===== config.mk =====
export PLATFORM = sky130hd
export DESIGN_NAME = div_sequencer_flat
export DESIGN_NICKNAME = d
export VERILOG_FILES = /design/src/rtl/div_pkg.sv /design/src/rtl/div_sequencer_if.sv /design/src/rtl/div_special_case.sv /design/src/rtl/div_sequencer.sv /design/src/flat_wrapper.sv
export SDC_FILE = /design/constraint.sdc
export NUM_CORES = 1
export LEC_CHECK = 0
export ABC_AREA = 1
export CORE_ASPECT_RATIO = 0.6
export CORE_MARGIN = 2
export CORE_UTILIZATION = 43
export CTS_BUF_LIST = sky130_fd_sc_hd__clkbuf_8 sky130_fd_sc_hd__clkbuf_16
export CTS_CLUSTER_DIAMETER = 80
export DETAILED_ROUTE_END_ITERATION = 6
export PLACE_DENSITY = 0.82
export SETUP_SLACK_MARGIN = 0.15
export SLEW_MARGIN = 20
export SYNTH_ARGS = -nofsm -noshare
export SYNTH_HDL_FRONTEND = slang
export SYNTH_SLANG_ARGS = --single-unit

===== constraint.sdc =====
create_clock -name clk -period 2 [get_ports clk]
set_clock_uncertainty 0.2 [all_clocks]
set_input_delay 0.3 -clock clk [delete_from_list [all_inputs] [get_ports clk]]
set_output_delay 0.3 -clock clk [all_outputs]
set_load 0.02 [all_outputs]

===== src/rtl/div_pkg.sv =====
// div_pkg: shared constants and types for the RV32M divide sequencer.
//   - funct3 encodings of DIV/DIVU/REM/REMU
//   - sequencer state enum
//   - op codes presented to the iterative divider, plus funct3 -> op mapping
//   - architectural special results (divide-by-zero quotient, signed overflow quotient)
package div_pkg;

    localparam logic [2:0] F3_DIV  = 3'b100;
    localparam logic [2:0] F3_DIVU = 3'b101;
    localparam logic [2:0] F3_REM  = 3'b110;
    localparam logic [2:0] F3_REMU = 3'b111;

    localparam logic [2:0] DIV_OP_DIV  = 3'd0;
    localparam logic [2:0] DIV_OP_DIVU = 3'd1;
    localparam logic [2:0] DIV_OP_REM  = 3'd2;
    localparam logic [2:0] DIV_OP_REMU = 3'd3;

    // Special results are defined for the 32-bit datapath.
    localparam logic [31:0] RES_ALL_ONES = 32'hFFFF_FFFF;
    localparam logic [31:0] RES_INT_MIN  = 32'h8000_0000;

    typedef enum logic [2:0] {
        S_IDLE,
        S_LAUNCH,
        S_WAIT,
        S_DRAIN,
        S_RESP
    } state_t;

    function automatic logic [2:0] div_op_of(input logic [2:0] funct3);
        case (funct3)
            F3_DIVU: return DIV_OP_DIVU;
            F3_REM:  return DIV_OP_REM;
            F3_REMU: return DIV_OP_REMU;
            default: return DIV_OP_DIV;
        endcase
    endfunction

endpackage


===== src/rtl/div_sequencer_if.sv =====
// div_sequencer_if: request/response handshake, flush and divider-side bus of
// the divide sequencer.
//   master: execute stage + divider side (drives requests, flush, divider status)
//   slave : div_sequencer (drives ready, response and divider launch)
interface div_sequencer_if #(
    parameter int XLEN  = 32,
    parameter int TAG_W = 5
);
    logic             req_valid;
    logic             req_ready;
    logic [2:0]       req_funct3;
    logic [XLEN-1:0]  req_rs1;
    logic [XLEN-1:0]  req_rs2;
    logic [TAG_W-1:0] req_tag;
    logic             flush;
    logic             resp_valid;
    logic [XLEN-1:0]  resp_result;
    logic [TAG_W-1:0] resp_tag;
    logic             div_start;
    logic [XLEN-1:0]  div_num;
    logic [XLEN-1:0]  div_den;
    logic [2:0]       div_op;
    logic             div_busy;
    logic [XLEN-1:0]  div_result;

    modport master (
        output req_valid, req_funct3, req_rs1, req_rs2, req_tag, flush,
               div_busy, div_result,
        input  req_ready, resp_valid, resp_result, resp_tag,
               div_start, div_num, div_den, div_op
    );

    modport slave (
        input  req_valid, req_funct3, req_rs1, req_rs2, req_tag, flush,
               div_busy, div_result,
        output req_ready, resp_valid, resp_result, resp_tag,
               div_start, div_num, div_den, div_op
    );
endinterface


===== src/rtl/div_special_case.sv =====
// div_special_case: combinational detection of RV32M divide-by-zero and
// signed overflow, producing the architectural result without the divider.
//   f3_lo   : funct3[1:0] (bit0 = unsigned, bit1 = remainder)
//   rs1/rs2 : numerator / denominator
//   special : request resolved locally
//   result  : local result, valid when special=1
module div_special_case
    import div_pkg::*;
#(
    parameter int XLEN = 32
) (
    input  logic [1:0]      f3_lo,
    input  logic [XLEN-1:0] rs1,
    input  logic [XLEN-1:0] rs2,
    output logic            special,
    output logic [XLEN-1:0] result
);
    logic is_signed;
    logic is_rem;
    logic by_zero;
    logic overflow;

    always_comb begin
        is_signed = ~f3_lo[0];
        is_rem    = f3_lo[1];
        by_zero   = (rs2 == '0);
        overflow  = is_signed && (rs1 == XLEN'(RES_INT_MIN)) && (rs2 == '1);
        special   = by_zero || overflow;
        result    = '0;
        // Divide-by-zero takes priority over overflow.
        if (by_zero)
            result = is_rem ? rs1 : XLEN'(RES_ALL_ONES);
        else if (overflow)
            result = is_rem ? '0 : XLEN'(RES_INT_MIN);
    end
endmodule


===== src/rtl/div_sequencer.sv =====
// div_sequencer: multi-cycle controller between execute and a 32-cycle
// iterative divider. Resolves divide-by-zero/overflow locally, otherwise
// launches the divider, waits for busy to rise and fall, returns the result
// with its tag. Handles flush (drain the divider, discard result).
// Ports:
//   clk, rst : clock, synchronous active-high reset
//   bus      : div_sequencer_if.slave (request, response, flush, divider side)
// Optional build macro DIV_REUSE_CACHE_EN: one-entry {funct3, rs1, rs2, result}
// cache; a hit responds the cycle after accept without starting the divider.
//
// state    | meaning
// IDLE     | ready for a request
// LAUNCH   | start pulse to divider (held off while divider still busy)
// WAIT     | divider running, capture result on busy fall
// DRAIN    | flushed; let divider finish, drop result
// RESP     | one-cycle response pulse
module div_sequencer
    import div_pkg::*;
#(
    parameter int XLEN  = 32,
    parameter int TAG_W = 5
) (
    input  logic           clk,
    input  logic           rst,
    div_sequencer_if.slave bus
);
    state_t           state;
    state_t           state_nx;
    logic             seen_busy;
    logic             accept;
    logic             done;
    logic             req_ready_c;
    logic             fill;
    logic [XLEN-1:0]  result_q;
    logic [TAG_W-1:0] tag_q;
    logic [XLEN-1:0]  num_q;
    logic [XLEN-1:0]  den_q;
    logic [2:0]       op_q;
    logic             sp_hit;
    logic [XLEN-1:0]  sp_result;
    logic             cache_hit;
    logic [XLEN-1:0]  cache_result;

    div_special_case #(.XLEN(XLEN)) u_special (
        .f3_lo   (bus.req_funct3[1:0]),
        .rs1     (bus.req_rs1),
        .rs2     (bus.req_rs2),
        .special (sp_hit),
        .result  (sp_result)
    );

    always_comb begin
        state_nx       = state;
        req_ready_c    = (state == S_IDLE);
        bus.div_start  = 1'b0;
        bus.resp_valid = 1'b0;
        accept         = req_ready_c && bus.req_valid && !bus.flush;
        done           = seen_busy && !bus.div_busy;
        fill           = 1'b0;
        case (state)
            S_IDLE:
                if (accept)
                    state_nx = (sp_hit || cache_hit) ? S_RESP : S_LAUNCH;
            S_LAUNCH: begin
                // A divider left busy by a reset mid-operation delays the launch.
                bus.div_start = !bus.div_busy;
                if (bus.flush)
                    state_nx = S_DRAIN;
                else if (!bus.div_busy)
                    state_nx = S_WAIT;
            end
            S_WAIT:
                if (bus.flush)
                    state_nx = S_DRAIN;
                else if (done) begin
                    fill     = 1'b1;
                    state_nx = S_RESP;
                end
            S_DRAIN:
                if (done)
                    state_nx = S_IDLE;
            S_RESP: begin
                bus.resp_valid = !bus.flush;
                state_nx       = S_IDLE;
            end
            default:
                state_nx = S_IDLE;
        endcase
    end

    always_ff @(posedge clk) begin
        if (rst) begin
            state     <= S_IDLE;
            seen_busy <= 1'b0;
            result_q  <= '0;
            tag_q     <= '0;
            num_q     <= '0;
            den_q     <= '0;
            op_q      <= '0;
        end else begin
            state <= state_nx;
            if (state == S_WAIT || state == S_DRAIN)
                seen_busy <= seen_busy | bus.div_busy;
            else
                seen_busy <= 1'b0;
            if (accept) begin
                tag_q <= bus.req_tag;
                num_q <= bus.req_rs1;
                den_q <= bus.req_rs2;
                op_q  <= div_op_of(bus.req_funct3);
                if (sp_hit)
                    result_q <= sp_result;
                else if (cache_hit)
                    result_q <= cache_result;
            end
            if (fill)
                result_q <= bus.div_result;
        end
    end

`ifdef DIV_REUSE_CACHE_EN
    logic            c_valid;
    logic [2:0]      c_f3;
    logic [XLEN-1:0] c_rs1;
    logic [XLEN-1:0] c_rs2;
    logic [XLEN-1:0] c_res;
    logic [2:0]      f3_q;

    assign cache_hit    = c_valid && (bus.req_funct3 == c_f3) &&
                          (bus.req_rs1 == c_rs1) && (bus.req_rs2 == c_rs2);
    assign cache_result = c_res;

    always_ff @(posedge clk) begin
        if (rst) begin
            c_valid <= 1'b0;
            c_f3    <= '0;
            c_rs1   <= '0;
            c_rs2   <= '0;
            c_res   <= '0;
            f3_q    <= '0;
        end else begin
            if (accept)
                f3_q <= bus.req_funct3;
            if (bus.flush)
                c_valid <= 1'b0;
            else if (fill) begin
                c_valid <= 1'b1;
                c_f3    <= f3_q;
                c_rs1   <= num_q;
                c_rs2   <= den_q;
                c_res   <= bus.div_result;
            end
        end
    end
`else
    assign cache_hit    = 1'b0;
    assign cache_result = '0;
`endif

    assign bus.req_ready   = req_ready_c;
    assign bus.resp_result = result_q;
    assign bus.resp_tag    = tag_q;
    assign bus.div_num     = num_q;
    assign bus.div_den     = den_q;
    assign bus.div_op      = op_q;
endmodule


===== src/flat_wrapper.sv =====
// flat-port wrapper written by rule: the top's interface ports become plain ports
module div_sequencer_flat import div_pkg::*;
#(
    parameter int XLEN  = 32,
    parameter int TAG_W = 5
)
  (clk, rst, bus_req_valid, bus_req_funct3, bus_req_rs1, bus_req_rs2, bus_req_tag, bus_flush, bus_div_busy, bus_div_result, bus_req_ready, bus_resp_valid, bus_resp_result, bus_resp_tag, bus_div_start, bus_div_num, bus_div_den, bus_div_op);
  div_sequencer_if #(.XLEN(XLEN), .TAG_W(TAG_W)) bus_i ();
  input  logic clk;
  input  logic rst;
  input wire logic [$bits(bus_i.req_valid)-1:0] bus_req_valid;
  input wire logic [$bits(bus_i.req_funct3)-1:0] bus_req_funct3;
  input wire logic [$bits(bus_i.req_rs1)-1:0] bus_req_rs1;
  input wire logic [$bits(bus_i.req_rs2)-1:0] bus_req_rs2;
  input wire logic [$bits(bus_i.req_tag)-1:0] bus_req_tag;
  input wire logic [$bits(bus_i.flush)-1:0] bus_flush;
  input wire logic [$bits(bus_i.div_busy)-1:0] bus_div_busy;
  input wire logic [$bits(bus_i.div_result)-1:0] bus_div_result;
  output wire logic [$bits(bus_i.req_ready)-1:0] bus_req_ready;
  output wire logic [$bits(bus_i.resp_valid)-1:0] bus_resp_valid;
  output wire logic [$bits(bus_i.resp_result)-1:0] bus_resp_result;
  output wire logic [$bits(bus_i.resp_tag)-1:0] bus_resp_tag;
  output wire logic [$bits(bus_i.div_start)-1:0] bus_div_start;
  output wire logic [$bits(bus_i.div_num)-1:0] bus_div_num;
  output wire logic [$bits(bus_i.div_den)-1:0] bus_div_den;
  output wire logic [$bits(bus_i.div_op)-1:0] bus_div_op;
  assign bus_i.req_valid = bus_req_valid;
  assign bus_i.req_funct3 = bus_req_funct3;
  assign bus_i.req_rs1 = bus_req_rs1;
  assign bus_i.req_rs2 = bus_req_rs2;
  assign bus_i.req_tag = bus_req_tag;
  assign bus_i.flush = bus_flush;
  assign bus_i.div_busy = bus_div_busy;
  assign bus_i.div_result = bus_div_result;
  assign bus_req_ready = bus_i.req_ready;
  assign bus_resp_valid = bus_i.resp_valid;
  assign bus_resp_result = bus_i.resp_result;
  assign bus_resp_tag = bus_i.resp_tag;
  assign bus_div_start = bus_i.div_start;
  assign bus_div_num = bus_i.div_num;
  assign bus_div_den = bus_i.div_den;
  assign bus_div_op = bus_i.div_op;
  div_sequencer #(.XLEN(XLEN), .TAG_W(TAG_W)) u_core (.clk(clk), .rst(rst), .bus(bus_i));
endmodule

# Word-level counts from Yosys, hierarchy flattened

Cells that the tools add are included.

Flip-flop bits (word level): 108
Output and inout bits: 107
Word-level logic and storage cells: 60

Eq/ne operators: 13
Muxes and demuxes: 21
Bitwise logic cells: 3
Reductions and logical operators: 16

Operators by type and width:

| cell                   | count |
|---|---|
| $mux W32               | 7 |
| $eq A32 B32 Y1 const B | 2 |
| $logic_not A32 Y1      | 1 |
| $mux W3                | 7 |
| $eq A3 B3 Y1 const B   | 4 |
| $pmux W3 S4            | 1 |
| $eq A3 B2 Y1 const B   | 2 |
| $pmux W2 S3            | 1 |
| $logic_and A1 B1 Y1    | 5 |
| $mux W1                | 5 |
| $ne A2 B1 Y1 const B   | 2 |
| $reduce_and A4 Y1      | 1 |
| $reduce_bool A2 Y1     | 2 |
| $eq A3 B1 Y1 const B   | 1 |
| $logic_not A3 Y1       | 1 |
| $ne A3 B2 Y1 const B   | 1 |
| $ne A3 B3 Y1 const B   | 1 |
| $logic_not A1 Y1       | 2 |
| $logic_or A1 B1 Y1     | 2 |
| $not A1 Y1             | 2 |
| $reduce_and A2 Y1      | 1 |
| $reduce_or A2 Y1       | 1 |
| $or A1 B1 Y1           | 1 |

# Depth between registers and ports, before layout

Depth after elaboration: 8
Mapped depth: 13
Gate-level depth less buffers: 12

# By module

A second synthesis with hierarchy kept.

Cell total of the unflattened synthesis: 764
Area, all modules: 5,088.6 um^2

By module, submodules not included:

| module           | instances | cells an instance | area an instance (um^2) | seq. area each (um^2) |
|---|---|---|---|---|
| div_sequencer    | 1         | 611               | 4,371.7                 | 2,142.1 |
| div_special_case | 1         | 153               | 716.9                   | 0.0 |

# Worst setup path after synthesis

Ideal clock, no wire load.

Kind: register -> register
Start point: reg u_core.state[1]
End point: reg u_core.result_q[10], in the netlist u_core.bus.resp_result[10]
Setup time: 0.115 ns
Arrival time: 1.295 ns
Required time: 1.685 ns
Slack: 0.390 ns
Cell stages (with the launch flop): 12
Path buffers: 2
Cells stage by stage: dfxtp_1 -> inv_2 -> nor2_4 -> nand2_2 -> nor2_2 -> nand2_2 -> buf_6 -> nand2_2 -> buf_2 -> nand3_1 -> nand2_1 -> nor2_1

Cells in the longest elaborated chain, start to end: 5

RTL lines:

| what                              | RTL line             | text |
|---|---|---|
| from (decl)                       | div_sequencer.sv:27  | `state_t state;` |
| from (signal assigned)            | div_sequencer.sv:101 | `state <= state_nx;` |
| $logic_not A3 Y1                  | div_sequencer.sv:54  | `req_ready_c = (state == S_IDLE);` |
| $logic_and A1 B1 Y1 (2 in series) | div_sequencer.sv:57  | `accept = req_ready_c && bus.req_valid && !bus.flush;` |
| $reduce_bool A2 Y1 (no line)      | -                    |  |
| $reduce_and A2 Y1 (no line)       | -                    |  |
| to (signal assigned)              | div_sequencer.sv:112 | `result_q <= sp_result;` |
| to (signal assigned)              | div_sequencer.sv:114 | `result_q <= cache_result;` |
| to (signal assigned)              | div_sequencer.sv:117 | `result_q <= bus.div_result;` |
| to (decl)                         | div_sequencer.sv:34  | `logic [XLEN-1:0] result_q;` |

Several ways; a longest one is shown, not always the timed one.
A chain may end at the register's enable or synchronous reset.

# Final worst setup path

Start point: reg u_core.num_q[23], in the netlist u_core.bus.div_num[23]
End point: out bus_div_num[23]

RTL lines:

| what                   | RTL line             | text |
|---|---|---|
| from (decl)            | div_sequencer.sv:36  | `logic [XLEN-1:0] num_q;` |
| from (signal assigned) | div_sequencer.sv:108 | `num_q <= bus.req_rs1;` |
| to (decl)              | flat_wrapper.sv:24   | `output wire logic [$bits(bus_i.div_num)-1:0] bus_div_num;` |

No word-level cell between the ends.

==> run_results.csv <==
group,metric,value,unit
placement,gp_congestion,0.913,
setup_path,crit_cells,1,
sta,final.period_utilization,92.3,%
sta,finalWorstPathRequiredPeriod,1850,ps
setup_path,startpoint_type,"register",
logic_synthesis,yosys.cell_count.top_type,"nand2_1",
global_routing,grt_pass1_wl,29300,um
setup_path,crit_slowest_cell,"clkdlybuf4s50_1",
setup_path,crit_family,"buffers and inverters",
sta,hold_viol,0,
power,power_density,695,mW/mm^2
logic_synthesis,ys_seq_area_share,41.8,%
setup_path,path_buf_inv,1,
logic_synthesis,synth_nets,885,
finish,layout.nets,1164,
setup_path,crit_fanout,2,
cts,clock_latency,340,ps
run_status,status,"finished, final reports clean",
placement,dpl.cell_count,1162,
logic_synthesis,netlist.area_leader.share,41.8,%
global_routing,grt_usage,28.4,%
cts,cts_sinks,107,
floorplanning,row_count,30,
logic_synthesis,ys_seq_elements,107,
routing,viasPerCell,5.10,
flow_run,cap_violations,0,
sta,slew_violations,0,
setup_path,cp-endpoint,"bus_div_num[23]",
sta,max_freq,542,MHz
logic_synthesis,synth-warning-count,0,
placement,dpl.hpwl,12600,um
floorplanning,dieHeight,88.5,um
sta,setup_viol,0,
setup_path,cp_cell_sequence,"clkdlybuf4s50_1",
setup_path,slowest_delay,660,ps
logic_synthesis,synth_flop_cell,"dfxtp_1",
logic_synthesis,yosys.area.top_type,"dfxtp_1",
setup_path,crit_arrival,1350,ps
setup_path,r2r_cells,10,
cts,cts_tree,"yes",
cts,cts_hold_buf,0,
global_routing,grt_max_degree,66,
global_routing,grt_pass1_vias,5731,
floorplanning,start_util,44.7,%
logic_synthesis,synthArstFlopShare,0,%
floorplanning,die-width,145,um
setup_path,r2r_slack,210,ps
finish,insertedDiodeCount,0,
power,leakagePower,0.00423,uW
setup_path,worstPathRequired,1500,ps
cts,root_buffer,"clkbuf_16",
logic_synthesis,syn_area,0.00512,sq mm
logic_synthesis,synth_area_per_cell,6.60,sq um
finish,syn2layout_area_growth,72.9,%
floorplanning,core-area,0.0114,sq mm
logic_synthesis,synthCells,776,
setup_path,critPathLaunch,"u_core.bus.div_num[23]",
sta,rsz0062_at_grt,"yes",
logic_synthesis,synth-edff-count,0,
setup_path,end_kind,"output pin",
logic_synthesis,synth_area_leaders,"dfxtp_1 42%, nand2_1 18%, a21oi_1 10%, nor2_1 6.0%, nand3_1 4.1%",
routing,wl,19200,um
cts,clk_pin_slew,80,ps
power,ir_drop,0.000667,V
routing,drc_errors,0,
setup_path,r2r_end,"u_core.bus.resp_result[2]",
routing,wl_per_cell,15.7,um
finish,drive_above_1_share,23.6,%
routing,dr.pass1.iters,5,
cts,clockBufferDepth,2,
finish,fillers,840,
finish,fin_cells,1219,
routing,drt_iter0_drc,395,
placement,port_buffers,214,
setup_path,crit_type,"reg -> out",
global_routing,grt_antenna_before_repair,0,
sta,whs,17.9,ps
floorplanning,die_area,0.0128,sq mm
routing,dr_total_vias,6222,
logic_synthesis,ys_types,29,
worst_hold_path,min_path_type,"in -> reg",
floorplanning,ios,216,
cts,cts_buffers,9,
logic_synthesis,synthTopCellsByCount,"252 x nand2_1, 107 x dfxtp_1, 105 x a21oi_1, 82 x nor2_1",
global_routing,grt_overflow,0,
cts,htreeDepth,3,
routing,ant_nets,0,
setup_path,r2r_start,"u_core.state[0]",
==> worst min path at each step <==
stage | startpoint | end | slack [ps] | depth (start not counted)
finish | bus_req_rs2[28] | u_core.bus.div_den[28] | 20 | 3
global route | bus_req_rs2[29] | u_core.bus.div_den[29] | 30 | 3
CTS | bus_req_rs2[9] | u_core.bus.div_den[9] | 170 | 3
detailed placement | u_core.bus.div_den[3] | u_core.bus.div_den[3] | 250 | 2
global placement | u_core.bus.div_den[10] | u_core.bus.div_den[10] | 250 | 2
floorplan | bus_req_rs2[0] | u_core.bus.div_den[0] | 240 | 2
==> per-stage QoR <==
step | setup TNS [ps] | total power [uW] | cell area [sq um] | setup WS, ps | util, %
CTS | 0 | 6120 | 8560 | 66.7 | 74.8
floorplan | 0 | 3360 | 5120 | 390 | -
finish | 0 | 6150 | 8860 | 153 | 77.4
global route | 0 | 6400 | 8860 | 95.9 | 77.4
detailed placement | -17220 | 4310 | 7800 | -462 | 68.1
global placement | -13290 | 4290 | 7800 | -372 | 68.1
==> metal layers <==
layer,GRT usage [%],share of wire (%)
met3,9.18,11
met1,38.0,43
met2,45.6,45
met5,0,0
met4,6.03,1.2
==> cells by family (layout without fill, tap and decap cells) <==
family	Yosys count	after routing	synth area share, %
AOI/OAI and AO/OA	173	173	17.0
buffers and inverters	99	382	9.38
and+or+nand+nor	396	396	31.7
other	1	1	0.0732
DFF	107	107	41.8
==> power by group <==
group	total (uW)	switching [uW]	internal [uW]
clock network	1820	818	1010
logic	1870	1060	815
registers	2460	119	2340
==> worst reg2reg max path: stages (launching register included) <==
cell     delay [ps]
dfxtp_2         380
inv_1            80
nand2_2         100
nor2_4           40
nand2_4         130
nand3_4         140
buf_6           150
buf_12          130
buf_16          140
a21oi_1         130
nor2_1           60
==> cell usage in the layout, fill, tap and decap left out, types with 19 or more instances in the layout <==
cell               n
o21ai_1           31
inv_2             19
o21ai_0           34
dfxtp_1          104
inv_1             24
nor2_1            57
a21oi_1           85
clkbuf_2          24
nand2_1          241
a21oi_2           19
nand3_1           35
clkdlybuf4s50_1  123
buf_4             79
dlymetal6s2s_1    33
==> layout make-up <==
cell class                      count  area (sq um)  area share (%)
Timing Repair Buffer              322          3240            36.6
Inverter                           45           174            1.96
Clock buffer                       10           239            2.70
Sequential cell                   107          2150            24.2
Tap cell                          160           200            2.26
Clock inverter                      5          62.6           0.706
Multi-Input combinational cell    570          2800            31.6
==> repair_timing <==
action | in CTS | in global routing
buffers inserted | 21 | 14
pin swaps | 9 | 49
gates resized for setup | 130 | 150
endpoints found under the setup margin | 38 | 78
endpoints found under the hold margin | 0 | 0
cloned | 6 | 1
==> registers in the layout, indices dropped and copies added, names as in the netlist <==
register                cells
u_core.bus.div_den         32
u_core.bus.div_num         32
u_core.bus.div_op           2
u_core.bus.resp_result     32
u_core.bus.resp_tag         5
u_core.seen_busy            1
u_core.state                3
No activity file was read; power rests on OpenSTA's default activity.
